### config.mk
export PLATFORM = sky130hd
export DESIGN_NAME = irq_ctrl
export DESIGN_NICKNAME = d
export VERILOG_FILES = /design/src/rtl/irq_ctrl.sv
export SDC_FILE = /design/constraint.sdc
export NUM_CORES = 1
export LEC_CHECK = 0
export CAP_MARGIN = 5
export CORE_UTILIZATION = 25
export CTS_BUF_LIST = sky130_fd_sc_hd__clkbuf_4
export DETAILED_ROUTE_END_ITERATION = 16
export PLACE_DENSITY = 0.66
export SLEW_MARGIN = 20
export SYNTH_ARGS = -nofsm -noshare
export SYNTH_HDL_FRONTEND = slang
export SYNTH_SLANG_ARGS = --single-unit
### constraint.sdc
create_clock -name clk -period 1.2 [get_ports clk]
set_clock_uncertainty 0.05 [all_clocks]
set_input_delay 0.18 -clock clk [delete_from_list [all_inputs] [get_ports clk]]
set_output_delay 0.18 -clock clk [all_outputs]
set_load 0.02 [all_outputs]
### src/rtl/irq_ctrl.sv
// Interrupt controller: synchronises the external IRQ pins, detects edge or level events,
// latches pending state, masks it with enables, and exposes a claim register for the core.
module irq_ctrl #(
    parameter int NUM_IRQ     = 2,
    parameter int SYNC_STAGES = 2
) (
    input  logic               clk,
    input  logic               rstn,
    input  logic [NUM_IRQ-1:0] irq_in,
    input  logic [1:0]         reg_sel,
    input  logic               reg_write,
    input  logic               reg_read,
    input  logic [31:0]        wdata,
    output logic [31:0]        rdata,
    output logic               irq_out
);

    localparam int         ID_W        = $clog2(NUM_IRQ + 1);
    localparam logic [1:0] SEL_PENDING = 2'd0;
    localparam logic [1:0] SEL_ENABLE  = 2'd1;
    localparam logic [1:0] SEL_MODE    = 2'd2;
    localparam logic [1:0] SEL_CLAIM   = 2'd3;

    logic [NUM_IRQ-1:0] r_sync [SYNC_STAGES];
    logic [NUM_IRQ-1:0] r_prev;
    logic [NUM_IRQ-1:0] r_pending;
    logic [NUM_IRQ-1:0] r_enable;
    logic [NUM_IRQ-1:0] r_mode;
    logic               r_irq;

    logic [NUM_IRQ-1:0] w_s;
    logic [NUM_IRQ-1:0] w_rise;
    logic [NUM_IRQ-1:0] w_active;
    logic [NUM_IRQ-1:0] w_claim_mask;
    logic [ID_W-1:0]    w_claim_id;
    logic [NUM_IRQ-1:0] w_w1c;
    logic [NUM_IRQ-1:0] w_claim_clr;
    logic [NUM_IRQ-1:0] w_pending_next;
    logic               w_unused_wdata;

    assign w_s      = r_sync[SYNC_STAGES-1];
    assign w_rise   = w_s & ~r_prev;
    assign w_active = r_pending & r_enable;

    assign w_unused_wdata = ^wdata[31:NUM_IRQ];

    always_ff @(posedge clk or negedge rstn) begin
        if (!rstn) begin
            for (int i = 0; i < SYNC_STAGES; i++) begin
                r_sync[i] <= '0;
            end
            r_prev <= '0;
        end else begin
            r_sync[0] <= irq_in;
            for (int i = 1; i < SYNC_STAGES; i++) begin
                r_sync[i] <= r_sync[i-1];
            end
            r_prev <= w_s;
        end
    end

    // Lowest-numbered active line wins the claim; scan high to low so the last hit is the lowest.
    always_comb begin
        w_claim_id   = '0;
        w_claim_mask = '0;
        for (int i = NUM_IRQ - 1; i >= 0; i--) begin
            if (w_active[i]) begin
                w_claim_id      = ID_W'(i + 1);
                w_claim_mask    = '0;
                w_claim_mask[i] = 1'b1;
            end
        end
    end

    assign w_w1c       = (reg_write && (reg_sel == SEL_PENDING)) ? wdata[NUM_IRQ-1:0] : '0;
    assign w_claim_clr = (reg_read && (reg_sel == SEL_CLAIM)) ? w_claim_mask : '0;

    // Level lines simply track the synchronised pin; edge lines latch, with a new edge beating any clear.
    assign w_pending_next = (r_mode & w_s)
                          | (~r_mode & (w_rise | (r_pending & ~(w_w1c | w_claim_clr))));

    always_ff @(posedge clk or negedge rstn) begin
        if (!rstn) begin
            r_pending <= '0;
            r_enable  <= '0;
            r_mode    <= '0;
            r_irq     <= 1'b0;
        end else begin
            r_pending <= w_pending_next;
            r_irq     <= |w_active;
            if (reg_write && (reg_sel == SEL_ENABLE)) begin
                r_enable <= wdata[NUM_IRQ-1:0];
            end
            if (reg_write && (reg_sel == SEL_MODE)) begin
                r_mode <= wdata[NUM_IRQ-1:0];
            end
        end
    end

    always_comb begin
        rdata = '0;
        case (reg_sel)
            SEL_PENDING: rdata[NUM_IRQ-1:0] = r_pending;
            SEL_ENABLE:  rdata[NUM_IRQ-1:0] = r_enable;
            SEL_MODE:    rdata[NUM_IRQ-1:0] = r_mode;
            default:     rdata[ID_W-1:0]    = w_claim_id;
        endcase
    end

    assign irq_out = r_irq;

endmodule

; ---- Word level (Yosys, flattened, before mapping)
; Index checks and enable logic that the tools add are counted.
[totals]
in_bits = 40
word_cells = 32
reg_bits = 13
output_inout_bits = 33
[op_classes]
muxes = 5
n_bitwise = 11
n_reduce_logical = 6
eq_ne = 3
[ops]
columns = operator, count
row1 = $and 2x2->2, 5
row2 = $mux 2, 4
row3 = $not 2->2, 3
row4 = $or 2x2->2, 3
row5 = $pmux 2 s3, 1
row6 = $eq 2x2->1 const B, 2
row7 = $logic_and 1x1->1, 4
row8 = $eq 2x1->1 const B, 1
row9 = $logic_not 2->1, 1
row10 = $reduce_or 2->1, 1

; ---- Depth between registers and ports, before layout
; Gate-level depths: netlist of run 1.
[logic_depth]
ltp_word = 10
ltp_mapped = 4
depth_no_buf = 3

; ---- Worst setup path after synthesis of run 1
; No wires, ideal clock.
[synth_path]
path_type = reg-to-output
start = register r_pending[0]
end = output rdata[0]
path_slack_ns = -0.085
arrival_time_ns = 1.055
t_required_ns = 0.970
path_stages_with_launch = 3
n_path_buf = 0
path_cell_list = dfrtp_1 mux2i_1 a221oi_1
[synth_via]
elab_chain_len = 3
[synth_lines]
columns = element, line
row1 = start: declaration, 26  ; logic [NUM_IRQ-1:0] r_pending;
row2 = start signal: assignment, 89  ; r_pending <= w_pending_next;
row3 = $and 2x2->2, 43  ; assign w_active = r_pending & r_enable;
row4 = $mux 2, 67  ; if (w_active[i]) begin
row5 = $pmux 2 s3 *, 102  ; case (reg_sel)
row6 = end: declaration, 14  ; output logic [31:0] rdata,
; Mark *: on every way between the ends. The rest lies on a longest branch, timed or not.

; ---- Worst setup path after layout of run 1
[layout_path]
start = register r_enable[1]
end = output rdata[1]
[layout_via]
elab_chain_len = 4
[layout_lines]
columns = element, line
row1 = start: declaration, 27  ; logic [NUM_IRQ-1:0] r_enable;
row2 = start signal: assignment, 92  ; r_enable <= wdata[NUM_IRQ-1:0];
row3 = $and 2x2->2, 43
row4 = $mux 2 (2 in series), 67
row5 = $pmux 2 s3 *, 102
; Marks and branches as above.

==> impl_metrics.ini, run 1 <==
[floorplan]
pin_count = 73
die_area_mm2 = 0.00349
die_h_um = 59.0
initial_utilization = 0.264
row_count = 20
core_mm2 = 0.00308
die_w_um = 59.0

[yosys]
synth.avg_cell_area_um2 = 11.0
yosys.area.top_type = dfrtp_1
synth_seq_area_share = 0.400
ys_types = 23
yosys_warnings = 0
ys_async_sr_fraction = 1.00
ys_seq_elements = 13
synth_most_common_cell = buf_4
synth_edf_count = 0
synth_common_cells = 30 x buf_4, 13 x dfrtp_1, 4 x inv_1, 3 x mux2_2, 3 x nand2_1
dominantRegCellSynth = dfrtp_1
synthTopCellsByArea = dfrtp_1 40%, buf_4 28%, nand3b_4 4.9%
syn-instance-count = 74
netlist.area_leader.share = 0.400
syn_area_um2 = 813

[power]
p_per_area_mw_per_mm2 = 1280
p_sw_frac = 0.317
switchingPower_uw = 396
pwr-share-comb = 0.350
pwr-share-clk = 0.226
vdd_drop_max_v = 0.000597
p_leak_nw = 0.497
total_power_mw = 1.25
internal_power_uw = 853
pwr-share-seq = 0.424

[clock_network]
h-tree-depth = 1
clkLatencyLatePin_ns = 0.27
cts_tree = yes
cts_root_buf = clkbuf_4
clock-sinks = 13
clock_path_buffers = 2
cts_hold_buf = 0
cts.clk_slew.worst_paths_ns = 0.07
cts_buffers = 3

[timing]
setup_viol = 2
period_share = 1.37
period_needed_ns = 1.65
max_freq_ghz = 0.608
slew_viol_final = 0
rsz0062_at_grt = true
fin_ws_ns = -0.445
hold_viol = 0

[setup_path]
r2r-start = r_enable[0]
worstSetupPathType = reg -> out
crit_path_end_kind = output port
cp-start-kind = flip-flop
arrival_ns = 1.42
rrSetupSlack_ns = 0.10
crit_fanout = 2
reg2reg_depth = 4
cp.required_ns = 0.97
timing.rr.end = r_pending[1]

[finish]
n_antenna_cell = 0
register_area_um2 = 325
fin_nets = 139
multiInputGateArea_um2 = 347
fill_cells = 316
syn2layout_area_growth_pct = 20.3
layout-drive-gt1-share = 0.296

[place]
portBuffers = 12
place_congestion = 0.735
dp_slack_ns = -0.893
dp_hpwl_um = 985

[outcome]
status = finished with violations
violations = setup timing

[grt]
busiest_layer = met2
global_route.usage.met1 = 0.0743
grt_use_met3 = 0.0197
grt_pass1_wl_um = 1850
gr-usage-met2 = 0.131
antenna_found_initial = 0
grt_max_degree = 14
grt_pass1_vias = 447
track_usage = 0.0737
grt-ovfl-total = 0

[detailed_routing]
vias = 499
routed_wl_um = 1120
first_pass_iters = 2
avgViaCountPerCell = 3.51
avgRoutedWirePerCell_um = 7.89
drc = 0
drtAntennaViolNets = 0
drtIter0Drc = 4

[worst_hold_path]
hold_path_class = in -> async

[run]
maxCapViolations = 0
==> metrics by stage <==
| stage | std cells | instance area [um2] | setup TNS, ns | hold WS, ns | utilization |
|---|---|---|---|---|---|
| 6_report | 142 | 978 | -0.719 | 0.144 | 0.318 |
| 5_1_grt | 142 | 978 | -0.837 | 0.161 | 0.318 |
| 4_1_cts | 142 | 977 | -0.736 | 0.149 | 0.317 |
| 3_5_place_dp | 136 | 923 | -4.16 | 0.288 | 0.300 |
| 2_1_floorplan | 103 | 928 | -0.0568 | -0.166 | - |
| 3_3_place_gp | 136 | 923 | -3.94 | 0.287 | 0.300 |
==> how the worst max path moves through the flow <==
stage / from / to / slack (ns)
2_1_floorplan: r_enable[1] / rdata[1] / -0.06
3_3_place_gp: reg_sel[0] / rdata[1] / -0.88
3_5_place_dp: reg_sel[0] / rdata[1] / -0.89
4_1_cts: r_enable[1] / rdata[1] / -0.45
5_1_grt: r_enable[1] / rdata[1] / -0.50
6_report: r_enable[1] / rdata[1] / -0.45
==> routing by layer <==
layer	part of all wire	up-vias
met5	0	-
met4	0.021	0
met3	0.075	3
met2	0.52	36
met1	0.38	224
li1	-	236
==> timing repair <==
item	4_1_cts	5_1_grt
setup buffers	2	0
pin swaps	1	0
endpoints found under the setup margin	9	3
resized for setup	19	1
==> kinds of logic (layout without fill, tap and decap cells) <==
group	after synthesis	in the layout	share of synthesized area
mux	6	6	0.0954
simple gates	12	12	0.111
other cells	1	30	0.00461
compound gates	6	6	0.0662
flops	13	13	0.400
buf+inv	36	31	0.323
==> power groups by stage <==
| stage | logic (mW) | registers, mW | clock network, mW |
|---|---|---|---|
| after floorplan | 0.301 | 0.550 | 0 |
| after global placement | 0.408 | 0.532 | 0 |
| after detailed placement | 0.413 | 0.533 | 0 |
| after CTS | 0.440 | 0.530 | 0.292 |
| after global routing | 0.471 | 0.537 | 0.317 |
| final | 0.437 | 0.530 | 0.282 |
==> cell usage in the layout (no fill, tap or decap), drive strengths merged <==
cell type | netlist | final
conb | 1 | 30
nand2 | 3 | 3
clkdlybuf4s50 | 0 | 7
nor3b | 1 | 1
a221oi | 1 | 1
mux2 | 4 | 4
dlygate4sd2 | 0 | 2
a21oi | 1 | 1
nand4 | 1 | 1
dfrtp | 13 | 13
mux2i | 1 | 1
nor2 | 1 | 1
inv | 4 | 4
o41ai | 1 | 1
nand3b | 2 | 2
mux4 | 1 | 1
and3 | 1 | 1
o21ai | 1 | 1
nand3 | 2 | 2
a21boi | 1 | 1
buf | 32 | 13
clkbuf | 0 | 4
clkdlybuf4s15 | 0 | 1
a41o | 1 | 1
nor3 | 1 | 1
==> state kept, by name, indices dropped and copies added, names as in the netlist <==
signal	count
r_prev	2
r_sync	2
r_pending	2
r_mode	2
irq_out	1
r_enable	2
w_s	2
==> cell type report <==
class	instances	area share
clock buffer	4	0.0307
multi-input combinational	54	0.354
timing repair buffer	23	0.211
tap	44	0.0563
inverter	4	0.0153
sequential	13	0.332
==> worst max-delay path, cell delays in order, from the launching register on <==
cell,delay [ns]
dfrtp_1,0.40
buf_4,0.14
mux4_2,0.46
buf_6,0.15
Note: power is estimated with default switching activity, not from simulation.
==> inputs of run 2 (changes only) <==
- CTS_BUF_LIST: sky130_fd_sc_hd__clkbuf_4 -> sky130_fd_sc_hd__clkbuf_8
==> run 2 against run 1 <==
The flow still finishes with violations (setup timing). Clock power up 30%. Cell area rose by 2.6%. Via count is 1.6% higher. Clock-buffer cell count decreased by 1. Fmax rose by 1.4%. First-iteration DRC count down 50%. Global-route usage grew 0.46 points. Critical endpoint unchanged. Largest power group unchanged.
==> impl_metrics.ini, run 2 (synthesized netlist as in run 1, its figures left out) <==
[detailed_routing]
vias = 507
first_pass_iters = 4
avgRoutedWirePerCell_um = 8.51
drtAntennaViolNets = 0
drc = 0
drtIter0Drc = 2
routed_wl_um = 1220
avgViaCountPerCell = 3.55

[timing]
max_freq_ghz = 0.617
slew_viol_final = 0
hold_ws_ns = 0.184
hold_viol = 0
setup_viol = 2
period_share = 1.35
rsz0062_at_grt = true
fin_ws_ns = -0.422
period_needed_ns = 1.62

[setup_path]
cp_top_family = multiplexers
path_cells = nand2_2, a21oi_2, mux4_2, buf_6
crit_buf_inv = 1
cp.required_ns = 0.97
cpPeakStageDelay_ns = 0.48
crit_slowest_cell = mux4_2
crit_path_end_kind = output port
worstSetupPathType = reg -> out
cp-start-kind = flip-flop
crit_fanout = 2
arrival_ns = 1.39

[place]
dp_slack_ns = -0.893
portBuffers = 12
dp_hpwl_um = 985
place_congestion = 0.735

[clock_network]
clock_path_buffers = 2
cts_buffers = 3
h-tree-depth = 1
cts_root_buf = clkbuf_8
cts_tree = yes
clock-sinks = 13
clkLatencyLatePin_ns = 0.24
cts.clk_slew.worst_paths_ns = 0.05

[grt]
grt-ovfl-total = 0
grt_pass1_wl_um = 1930
grt_max_degree = 14
track_usage = 0.0783
grt_pass1_vias = 447
antenna_found_initial = 0

[power]
pwr-share-clk = 0.273
pwr-share-comb = 0.332
p_sw_frac = 0.308
pwr-share-seq = 0.395
p_leak_nw = 0.520
vdd_drop_max_v = 0.000861
internal_power_uw = 934
p_per_area_mw_per_mm2 = 1340
switchingPower_uw = 415

[worst_hold_path]
hold_path_class = in -> async

[finish]
layout-drive-gt1-share = 0.293
fin_nets = 140
post-route-util = 0.326
fill_cells = 316
layout_commonest_cell = conb_1
n_antenna_cell = 0
syn2layout_area_growth_pct = 23.4
multiInputGateArea_um2 = 347
mostFrequentLayoutCells = 30 x conb_1, 13 x dfrtp_1, 11 x buf_4
register_area_um2 = 325

[floorplan]
core_mm2 = 0.00308
die_w_um = 59.0
die_area_mm2 = 0.00349
initial_utilization = 0.264
die_h_um = 59.0
pin_count = 73
row_count = 20

[outcome]
violations = setup timing
status = finished with violations

[run]
maxCapViolations = 0
[run 2: timing repair]
item | CTS | global route
endpoints found under the setup margin | 9 | 3
pin swaps | 1 | 1
setup buffers | 3 | 0
resized for setup | 19 | 2
endpoints found under the hold margin | 0 | 0
hold buffers | 0 | 0
[run 2: final cells by class]
type | count | share of cell area
multi-input combinational | 54 | 0.345
sequential | 13 | 0.324
timing repair buffer | 24 | 0.216
tap | 44 | 0.0549
clock buffer | 3 | 0.0411
inverter | 4 | 0.0150
clock inverter | 1 | 0.00374
[run 2: stage by stage]
stage / setup TNS [ns] / instance area (um2) / power [mW] / cells
3_5_place_dp: -4.16 / 923 / 0.946 / 136
2_1_floorplan: -0.0568 / 928 / 0.851 / 103
4_1_cts: -0.649 / 1000 / 1.36 / 143
3_3_place_gp: -3.94 / 923 / 0.939 / 136
5_1_grt: -0.743 / 1000 / 1.42 / 143
6_report: -0.654 / 1000 / 1.35 / 143
[run 2: worst paths after layout]
path                              startpoint     endpoint  depth (start not counted)  slack, ns
worst min register to register     r_sync[3]       w_s[1]                          0       0.31
worst max register to register   r_enable[1]  r_enable[1]                          3       0.10
max in group asynchronous               rstn    r_mode[0]                          2       0.77
worst max-delay path            r_pending[1]     rdata[1]                          4      -0.42
min in group clk                   r_sync[3]       w_s[1]                          0       0.31
worst min-delay path                    rstn    r_sync[3]                          2       0.18
[run 2: routing by layer]
metal	up-vias	GRT usage	part of all wire
met5	-	0	0
met4	0	0.0408	0.0099
met3	2	0.0262	0.076
met2	36	0.144	0.55
met1	232	0.0769	0.37
li1	237	-	-
[run 2: power by group through the flow]
stage	Clock (mW)	Sequential [mW]	Combinational [mW]
floorplan	0	0.550	0.301
CTS	0.377	0.531	0.452
detailed placement	0	0.533	0.413
finish	0.368	0.533	0.448
global placement	0	0.532	0.408
global route	0.401	0.539	0.482
